$ cat src/rtl/out_display_seq.sv
// Sequential seven-segment output path: captures a value, runs a multi-cycle
// double-dabble conversion and drives NUM_HEX active-low displays.
module out_display_digit (
  input  logic [3:0] digit,
  input  logic       dash,
  input  logic       blank,
  output logic [6:0] seg
);
  always_comb begin
    seg = 7'h7F;
    if (dash)       seg = 7'h3F;
    else if (blank) seg = 7'h7F;
    else begin
      unique case (digit)
        4'd0:    seg = 7'h40;
        4'd1:    seg = 7'h79;
        4'd2:    seg = 7'h24;
        4'd3:    seg = 7'h30;
        4'd4:    seg = 7'h19;
        4'd5:    seg = 7'h12;
        4'd6:    seg = 7'h02;
        4'd7:    seg = 7'h78;
        4'd8:    seg = 7'h00;
        4'd9:    seg = 7'h10;
        default: seg = 7'h7F;
      endcase
    end
  end
endmodule

module out_display_seq #(
  parameter int WIDTH         = 32,
  parameter int NUM_HEX       = 8,
  parameter int SIGNED        = 1,
  parameter int BLANK_LEADING = 1
) (
  input  logic                   clock,
  input  logic                   reset,
  input  logic                   start,
  input  logic [WIDTH-1:0]       value,
  input  logic                   enable,
  output logic                   busy,
  output logic                   done,
  output logic                   overflow,
  output logic [7*NUM_HEX-1:0]   hex_out
);
  localparam int ND = NUM_HEX - SIGNED;
  localparam int NB = (WIDTH * 30103) / 100000 + 1;
  localparam int NP = (NB > NUM_HEX) ? NB : NUM_HEX;
  localparam int CW = $clog2(WIDTH + 1);

  typedef enum logic [1:0] {IDLE, CONVERT, UPDATE} state_t;
  state_t state, state_n;

  logic [CW-1:0]           cnt;
  logic [WIDTH-1:0]        mag;
  logic [NB-1:0][3:0]      bcd, bcd_adj;
  logic                    sign_cv, neg_in, ovf_cv;

  logic [NB-1:0][3:0]      res_dig, dig_n;
  logic                    res_sign, sign_n, ovf_n, have_res, vis_n;
  logic [NP-1:0][3:0]      dig_pad;
  logic [ND-1:0]           lz;
  logic [NUM_HEX-1:0][6:0] seg_all, hex_q;
  logic                    upd;
  int                      msd;

  always_ff @(posedge clock) begin
    if (reset) state <= IDLE;
    else       state <= state_n;
  end

  always_comb begin
    state_n = state;
    unique case (state)
      IDLE:    if (start) state_n = CONVERT;
      CONVERT: if (cnt == CW'(1)) state_n = UPDATE;
      UPDATE:  state_n = IDLE;
      default: state_n = IDLE;
    endcase
  end

  assign busy   = (state != IDLE);
  assign upd    = (state == UPDATE);
  assign neg_in = (SIGNED != 0) && value[WIDTH-1];

  always_comb begin
    for (int i = 0; i < NB; i++)
      bcd_adj[i] = (bcd[i] >= 4'd5) ? bcd[i] + 4'd3 : bcd[i];
  end

  // digits that do not fit on the digit displays flag overflow
  always_comb begin
    ovf_cv = 1'b0;
    for (int i = 0; i < NB; i++)
      if (i >= ND && bcd[i] != 4'd0) ovf_cv = 1'b1;
  end

  // next-cycle display content: fresh result during UPDATE, else held
  assign dig_n  = upd ? bcd     : res_dig;
  assign sign_n = upd ? sign_cv : res_sign;
  assign ovf_n  = upd ? ovf_cv  : overflow;
  assign vis_n  = upd | have_res;

  always_comb begin
    dig_pad = '0;
    dig_pad[NB-1:0] = dig_n;
    msd = 0;
    for (int i = 0; i < NP; i++)
      if (dig_pad[i] != 4'd0) msd = i;
    for (int i = 0; i < ND; i++)
      lz[i] = (BLANK_LEADING != 0) && (i > msd);
  end

  for (genvar g = 0; g < NUM_HEX; g++) begin : g_disp
    if (SIGNED != 0 && g == NUM_HEX - 1) begin : g_sign
      out_display_digit u_dig (.digit(4'd0), .dash(sign_n), .blank(!sign_n), .seg(seg_all[g]));
    end else begin : g_num
      out_display_digit u_dig (.digit(dig_pad[g]), .dash(ovf_n), .blank(lz[g]), .seg(seg_all[g]));
    end
  end

  always_ff @(posedge clock) begin
    if (reset) begin
      cnt      <= '0;
      mag      <= '0;
      bcd      <= '0;
      sign_cv  <= 1'b0;
      res_dig  <= '0;
      res_sign <= 1'b0;
      overflow <= 1'b0;
      have_res <= 1'b0;
      done     <= 1'b0;
      hex_q    <= '1;
    end else begin
      done     <= upd;
      res_dig  <= dig_n;
      res_sign <= sign_n;
      overflow <= ovf_n;
      have_res <= vis_n;
      hex_q    <= (enable && vis_n) ? seg_all : '1;
      unique case (state)
        IDLE: if (start) begin
          sign_cv <= neg_in;
          mag     <= neg_in ? (~value + 1'b1) : value;
          bcd     <= '0;
          cnt     <= CW'(WIDTH);
        end
        CONVERT: begin
          {bcd, mag} <= {bcd_adj, mag} << 1;
          cnt        <= cnt - 1'b1;
        end
        default: ;
      endcase
    end
  end

  assign hex_out = hex_q;
endmodule

$ cat config.mk
export PLATFORM = sky130hd
export DESIGN_NAME = out_display_seq
export DESIGN_NICKNAME = d
export VERILOG_FILES = /design/src/rtl/out_display_seq.sv
export SDC_FILE = /design/constraint.sdc
export NUM_CORES = 1
export LEC_CHECK = 0
export CAP_MARGIN = 20
export CORE_UTILIZATION = 30
export DETAILED_ROUTE_END_ITERATION = 10
export MAX_ROUTING_LAYER = met4
export SYNTH_ARGS = -nofsm -noshare
export SYNTH_HDL_FRONTEND = slang
export SYNTH_SLANG_ARGS = --single-unit
$ cat constraint.sdc
create_clock -name clock -period 8 [get_ports clock]
set_input_delay 1.6 -clock clock [delete_from_list [all_inputs] [get_ports clock]]
set_output_delay 1.6 -clock clock [all_outputs]
set_load 0.01 [all_outputs]
==> impl_results.md <==
- Post-synth top area share: 0.394
- Synthesized cell area: 8890 um^2
- Sink Count: 175
- Final worst-path setup slack: 4.08 ns
- Yosys Warn Count: 0
- Max Cap Viol: 0
- Post-synth top flop: dfxtp_1
- Yosys reg bits: 175
- First-pass GRT wire length: 36100 um
- Drt wl/cell: 14.2 um
- DP HPWL: 15000 um
- Buffers on Ports: 88
- EDFF count, synth: 0
- Row Count: 62
- Cts repair resizes: 0
- Setup-failing EPs final: 0
- Longest Clk Path Bufs: 2
- Setup Fix Bufs, Post-CTS: 0
- Final worst path period need: 3.92 ns
- Sequential area share after synthesis: 0.394
- CP Capture Type: register
- RePlAce Congestion: 0.840
- Final instance area: 10600 um^2
- Global route overflow: 0
- Crit start category: register
- Clk slew on worst S/H paths: 0.07 ns
- Share of cells above drive strength 1: 0.0599
- Final worst-path cycle share: 0.490
- Slew Viols, Final: 0
- P_leak: 0.00426 uW
- Mapped Cells: 1050
- Count leader, synth: dfxtp_1
- Vias in the first global route: 7270
- Status: finished clean
- Req. time, crit path: 8.37 ns
- CTS tree: yes
- Post-place instance area: 10100 um^2
- Worst skew pair latency: 0.44 ns
- Placement Setup Slack: 3.73 ns
- H-Tree Level Count: 4
- Clk_skew: 0.00937 ns
- Vias per cell: 5.02
- Core box area: 28900 um^2
- Synth async-reset ratio: 0
- CTS Buf Count: 17
- Filler cells: 2971
- Final net count: 1202
- Syn_area_per_cell: 8.46 um^2
- Crit Path Max Fanout: 35
- Top post-synthesis cells by count: dfxtp_1 (175), nand2_1 (132), a21oi_1 (83)
- Worst vdd ir: 156 uV
- Drt first pass iters: 5
- Final WL: 21400 um
- DRC: 0
- Die footprint: 30300 um^2
- CTS Root Cell: clkbuf_16
- Slew HR: 0.282
- Starting density of the core: 0.307
- Area leader, netlist: dfxtp_1
- Setup repair after global routing missed its margin: no
- Antenna violations before repair: 0
- Tightest Pin Transition: 1.07 ns
- Final core utilization: 0.368
- CP arrival: 4.29 ns
- Max Clk Rate: 255 MHz
- Die Y: 174 um
- Cts hold-fix bufs: 0
- Setup CP Type: reg2reg
- ANT nets after route: 0
- Final antenna diode count: 0
- Pin count of the biggest net entering global routing: 79
- Final hold vios: 0
- P&R area growth vs syn: 19.8%
- Vias: 7538
- IO Pins: 95
- Worst Hold Class: reg2reg
- Synth unique cells: 64
- Initial DRC Count: 415
- Gr usage total: 0.150
- Die width: 174 um
- P per Cell Area: 176 nW/um^2
- Post-Route Setup TNS: 0 ns
- Top post-synthesis cells by area: dfxtp_1 (39%), ha_1 (8.3%), nand2_1 (5.6%)
## metrics by stage
step / power [uW] / hold WS (ns) / instances
2_1_floorplan: 1010 / 0.423 / 1055
3_3_place_gp: 1060 / 0.437 / 1472
3_5_place_dp: 1060 / 0.439 / 1472
4_1_cts: 1900 / 0.449 / 1503
5_1_grt: 1950 / 0.481 / 1503
6_report: 1880 / 0.448 / 1503
## registers in the layout, summed over array words and instances, names as in the netlist
name	cells
done	1
overflow	1
have_res	1
res_sign	1
state	2
sign_cv	1
res_dig	40
mag	32
bcd	40
cnt	6
hex_out	50
## per-layer routing
metal | vias to the layer above | track usage | share of wire
met5 | - | - | 0
met1 | 3537 | 0.186 | 0.47
met3 | 30 | 0.0273 | 0.034
met2 | 143 | 0.243 | 0.47
li1 | 3828 | - | -
met4 | 0 | 0.0570 | 0.021
## layout make-up
type                    count  area (um^2)  share of cell area
inverters                  48          180              0.0169
clock inverters            14          158              0.0148
well taps                 384          480              0.0451
multi-input cells         769         4970               0.466
repair buffers             96          936              0.0879
flip-flops and latches    175         3500               0.329
clock buffers              17          425              0.0399
## cells in the final DEF (no fill, tap or decap), types with 28 or more instances in the layout
master / netlist / final
a21oi_1: 83 / 83
clkdlybuf4s50_1: 0 / 87
dfxtp_1: 175 / 175
ha_1: 59 / 59
inv_1: 47 / 47
mux2i_1: 44 / 44
nand2_1: 132 / 132
nor2_1: 80 / 80
o21ai_0: 78 / 78
xnor2_1: 28 / 28
## power by group
part           total [uW]  switching, uW  internal, uW
logic                 144           87.0          56.6
registers             902           12.1           890
clock network         832            367           465
## worst max-delay path: stages (launching register included)
cell and delay (ns):
dfxtp_1 0.53, nand2b_2 0.76, buf_4 0.52, mux2i_1 0.58, ha_1 0.30, o2111ai_1 0.26
nor4_2 0.48, o21ai_1 0.28, nand3_1 0.15
## path summary, 6_finish.rpt
| check | slack (ns) | depth (start not counted) | to | startpoint |
|---|---|---|---|---|
| worst max-delay path | 4.08 | 8 | hex_out[12] | state[0] |
| worst min-delay path | 0.45 | 2 | have_res | have_res |
| worst max register to register | 4.08 | 8 | hex_out[12] | state[0] |
| worst min register to register | 0.45 | 2 | have_res | have_res |
## cell families (layout without fill, tap and decap cells)
logic type,Yosys count,in the layout,share of synthesized area
muxes,52,52,0.0597
other,1,6,0.000422
adders and majority gates,59,59,0.0831
AOI/OAI and AO/OA,284,284,0.197
and+or+nand+nor,327,327,0.174
buffers and inverters,111,175,0.0511
DFF,175,175,0.394
xor gates and xnor gates,41,41,0.0404
(Power assumes the default switching activity.)
